==> config.mk <==
export PLATFORM = sky130hd
export DESIGN_NAME = fpa_controller
export DESIGN_NICKNAME = d
export VERILOG_FILES = /design/src/rtl/fpa_pkg.sv /design/src/rtl/fpa_controller.sv
export SDC_FILE = /design/constraint.sdc
export NUM_CORES = 1
export LEC_CHECK = 0
export ABC_CLOCK_PERIOD_IN_PS = 1400
export CORE_MARGIN = 4
export CORE_UTILIZATION = 38
export DETAILED_ROUTE_END_ITERATION = 8
export MAX_ROUTING_LAYER = met4
export PLACE_DENSITY = 0.78
export SLEW_MARGIN = 10
export SYNTH_ARGS = -nofsm -noshare
export SYNTH_HDL_FRONTEND = slang
export SYNTH_SLANG_ARGS = --single-unit
export TNS_END_PERCENT = 20
==> constraint.sdc <==
create_clock -name clk -period 1.4 [get_ports clk]
set_input_delay 0.28 -clock clk [delete_from_list [all_inputs] [get_ports clk]]
set_output_delay 0.28 -clock clk [all_outputs]
set_load 0.02 [all_outputs]
==> src/rtl/fpa_pkg.sv <==
// Shared definitions for the 8-bit floating-point adder control path:
// FSM state encoding, error-source codes and number-format widths.
package fpa_pkg;

    localparam int EXP_W   = 4;
    localparam int MANT_W  = 3;
    localparam int WMANT_W = 5;

    typedef enum logic [3:0] {
        IDLE    = 4'd0,
        LOAD    = 4'd1,
        ADD     = 4'd2,
        ADD_CHK = 4'd3,
        NORM_LD = 4'd4,
        NORM    = 4'd5,
        DONE_LD = 4'd6,
        DONE    = 4'd7,
        ERR     = 4'd8
    } state_t;

    localparam logic [1:0] ERR_NONE    = 2'b00;
    localparam logic [1:0] ERR_ADD     = 2'b01;
    localparam logic [1:0] ERR_NORM    = 2'b10;
    localparam logic [1:0] ERR_TIMEOUT = 2'b11;

endpackage

==> src/rtl/fpa_controller.sv <==
// Control FSM sequencing the 8-bit FP adder datapath: load, add, exception
// check, iterative normalise with a bounded step count, and result capture.
module fpa_controller
    import fpa_pkg::*;
#(
    parameter int MAX_NORM_STEPS = 4,
    parameter int CNT_W          = $clog2(MAX_NORM_STEPS + 1)
) (
    input  logic               clk,
    input  logic               clr,
    input  logic               start,
    input  logic               add_except,
    input  logic               norm_except,
    input  logic [WMANT_W-1:0] mant,
    output logic               load_en,
    output logic               add_en,
    output logic               norm_en,
    output logic               done_en,
    output logic               norm_load,
    output logic               shift_left,
    output logic               shift_right,
    output logic               ready,
    output logic               busy,
    output logic               done,
    output logic               err,
    output logic [1:0]         err_src,
    output logic [3:0]         state_dbg
);

    // Handshake: start is taken only on an edge where ready=1 (IDLE); busy is
    // the complement of ready; done pulses for exactly one cycle per accepted
    // start, err qualifies that pulse, and err_src holds until the next start.

    state_t           state, state_next;
    logic [CNT_W-1:0] cnt, cnt_next;
    logic [1:0]       err_src_next;
    logic             unused_mant_lo;

    // Only the two top bits of the working mantissa steer normalisation.
    assign unused_mant_lo = ^mant[2:0];
    assign state_dbg      = state;

    always_ff @(posedge clk) begin
        if (clr) begin
            state   <= IDLE;
            cnt     <= '0;
            err_src <= ERR_NONE;
        end else begin
            state   <= state_next;
            cnt     <= cnt_next;
            err_src <= err_src_next;
        end
    end

    always_comb begin
        state_next   = state;
        cnt_next     = cnt;
        err_src_next = err_src;
        load_en      = 1'b0;
        add_en       = 1'b0;
        norm_en      = 1'b0;
        done_en      = 1'b0;
        norm_load    = 1'b0;
        shift_left   = 1'b0;
        shift_right  = 1'b0;
        ready        = 1'b0;
        done         = 1'b0;
        err          = 1'b0;
        busy         = (state != IDLE);

        case (state)
            IDLE: begin
                ready = 1'b1;
                if (start) begin
                    state_next   = LOAD;
                    err_src_next = ERR_NONE;
                end
            end
            LOAD: begin
                load_en    = 1'b1;
                state_next = ADD;
            end
            ADD: begin
                add_en     = 1'b1;
                state_next = ADD_CHK;
            end
            ADD_CHK: begin
                if (add_except) begin
                    state_next   = ERR;
                    err_src_next = ERR_ADD;
                end else begin
                    state_next = NORM_LD;
                end
            end
            NORM_LD: begin
                norm_en    = 1'b1;
                norm_load  = 1'b1;
                cnt_next   = '0;
                state_next = NORM;
            end
            NORM: begin
                // norm_en stays high so a settled mantissa simply reloads itself.
                norm_en = 1'b1;
                if (norm_except) begin
                    state_next   = ERR;
                    err_src_next = ERR_NORM;
                end else if (mant[4:3] == 2'b01) begin
                    state_next = DONE_LD;
                end else if (cnt == CNT_W'(MAX_NORM_STEPS)) begin
                    state_next   = ERR;
                    err_src_next = ERR_TIMEOUT;
                end else if (mant[4]) begin
                    shift_right = 1'b1;
                    cnt_next    = cnt + CNT_W'(1);
                end else begin
                    shift_left = 1'b1;
                    cnt_next   = cnt + CNT_W'(1);
                end
            end
            DONE_LD: begin
                done_en    = 1'b1;
                state_next = DONE;
            end
            DONE: begin
                done       = 1'b1;
                state_next = IDLE;
            end
            ERR: begin
                done       = 1'b1;
                err        = 1'b1;
                state_next = IDLE;
            end
            default: begin
                state_next = IDLE;
            end
        endcase
    end

endmodule

==> out/results.ini <==
[critical_path]
startpoint_type=flip-flop
slowest_stage=dfxtp_1
slowest_delay_ns=0.37
critPathRequiredTime_ns=1.12
cp.arrival_ns=1.38
worst-path-stages=6
cp_cell_sequence=inv_1 -> ha_4 -> nand2_2 -> nand2_1 -> nor3_2 -> buf_4
worstSetupEndpointType=output port
reg2reg_depth=6
timing_worst_setup_path_type=flip-flop to output port
crit_path_max_fanout=3
crit_family=flip-flops
cp_num_buf_inv=2
r2r_start=state_dbg[1]$_SDFFE_PP0P_
critical_path.startpoint=cnt[1]$_SDFFE_PP0P_

[run_status]
violations=negative setup slack
outcome=finished with violations

[grt]
grt_pass1_vias=945
gr-total-overflow=0
grt_max_degree=15
grtUsageTotal_pct=24.3
grt_pass1_wl_mm=4.53
antenna_found_initial=1

[worst_hold_path]
hold_class=flip-flop to flip-flop
hp-start=err_src[1]$_SDFFE_PP0P_
hold_depth=2

[synth]
synthCells=87
syn_area_sq_um=683
avgSynthCellArea_sq_um=7.85
ys_ff_latch=9
ys_seq_area_share_pct=26.4
ys_warn_count=0
ys_types=36
syn_nets=99

[sta]
slew_viol_final=0
fmax_mhz=601
finalCritPeriodShare_pct=119
slew_headroom_pct=75.0
skew_ns=0.00528
rsz0062_at_grt=true
fin_crit_ns=1.66
finalHoldViolCount=0
setup_viol=19
setup_slack_ns=-0.264
worst_pin_slew_ns=0.371

[cells_and_area]
final_cell_mix=buf_4, buf_6, nand2_1
nets=168
final_common_cell=buf_4
final_area_sq_mm=0.00149
drive_above_1_share_pct=66.5
area_growth_pct=118

[route]
vias_per_cell=5.94
wl_per_cell_microns=20.3
drtIter0Drc=68
firstDrtPassIters=4
remaining_drc_errors=0
ant_nets=0
wirelength_mm=3.68
vias=1076

[place]
gp_congestion=0.854
port_buffers=23
placed_cell_area_sq_mm=0.00118
post-dp-hpwl_mm=1.83

[clocking]
cts_root_buf=clkbuf_4
clk_path_buf_depth=2
clock-sinks=9
cts_tree=done
cts_buffers=3
clk_pin_slew_ns=0.08
htreeDepth=1
clk_latency_ns=0.28

[floorplanning]
die_height_microns=50.4
start_util_pct=40.0
dieArea_sq_mm=0.00254
die_x_microns=50.4
rows=15
io_pins=27
coreArea_sq_mm=0.00171

[power]
p_per_area_mw_per_mm2=623
p_leak_nw=0.638
vdd_drop_max_mv=0.502
total_power_mw=0.930

[job]
cap_violations=0

synth_stat cells, drive strengths merged:
cell type / number / area (sq um)
dfxtp: 9 / 180
nand2: 8 / 30.0
nor2: 8 / 30.0
inv: 6 / 22.5
nor3: 6 / 35.0
clkbuf: 5 / 18.8
nand2b: 5 / 31.3
a211oi: 3 / 22.5
a21oi: 3 / 15.0
nand4: 3 / 18.8
o21ai: 3 / 15.0
a311oi: 2 / 17.5
a31oi: 2 / 18.8
ha: 2 / 25.0
mux2i: 2 / 20.0
nor4b: 2 / 38.8
o31ai: 2 / 15.0
a221oi: 1 / 8.76
a22oi: 1 / 7.51
a41o: 1 / 10.0
and2: 1 / 6.26
and3: 1 / 6.26
and4b: 1 / 10.0
buf: 1 / 11.3
nand3: 1 / 5.00
nand3b: 1 / 7.51
nand4bb: 1 / 11.3
nor2b: 1 / 6.26
o21bai: 1 / 7.51
o41ai: 1 / 8.76
or3: 1 / 6.26
or4: 1 / 7.51
xnor2: 1 / 8.76
state kept, by name, indices dropped and copies added, names as in the netlist:
name / cells
cnt: 3
err_src: 2
state_dbg: 4
logic make-up (layout without fill, tap and decap cells):
kind of cell               count (synthesis)  after routing  synth area share (%)
and+or+nand+nor                           41             41                  36.6
AOI/OAI and AO/OA                         20             20                  21.4
buffers and inverters                     12             80                  7.69
DFF                                        9              9                  26.4
adders and majority gates                  2              2                  3.66
muxes                                      2              2                  2.93
xor gates and xnor gates                   1              1                  1.28
other                                      0              1                     0
path summary, 6_finish.rpt:
path	endpoint	slack (ns)
min reg2reg	err_src[1]$_SDFFE_PP0P_	0.47
max	shift_left	-0.26
max reg2reg	cnt[2]$_SDFFE_PP0P_	-0.22
min	err_src[1]$_SDFFE_PP0P_	0.47
what timing repair did:
item                       4_1_cts  5_1_grt
hold buffers                     0        0
pin swaps                        6       11
setup endpoints to repair       23       21
gates resized for setup         83       42
buffers inserted                 2       12
final cells by class:
class,count,area [sq um]
Antenna cell,1,2.50
Clock buffer,4,26.3
Fill cell,68,215
Inverter,6,22.5
Multi-Input combinational cell,66,626
Sequential cell,9,196
Tap cell,25,31.3
Timing Repair Buffer,70,588
worst min-delay path, delay by kind of cell, from the launching register on:
| kind | cells | cell delay [ns] |
|---|---|---|
| AOI/OAI and AO/OA | 2 | 0.11 |
| DFF | 1 | 0.32 |
routing by layer:
layer	global-route usage [%]	part of all wire, %	vias to the layer above
met4	12.1	5.7	0
met2	39.3	45	82
met5	-	0	-
met3	5.34	8.1	23
met1	28.3	41	513
li1	-	-	458
metrics by stage:
stage | utilization, % | instances | TNS (ns) | setup WS (ns) | hold slack [ns]
2_1_floorplan | - | 87 | -0.491 | -0.142 | 0.447
3_3_place_gp | 69.1 | 162 | -6.09 | -0.580 | 0.445
3_5_place_dp | 69.1 | 162 | -7.13 | -0.664 | 0.469
4_1_cts | 73.7 | 168 | -2.19 | -0.244 | 0.474
5_1_grt | 87.4 | 181 | -3.76 | -0.345 | 0.508
6_report | 87.4 | 181 | -2.97 | -0.264 | 0.473
power by group:
group / switching [mW] / internal [mW] / total (mW)
clock network: 0.114 / 0.111 / 0.225
registers: 0.0174 / 0.265 / 0.282
logic: 0.214 / 0.209 / 0.422
Note: power is estimated with default switching activity, not from simulation.
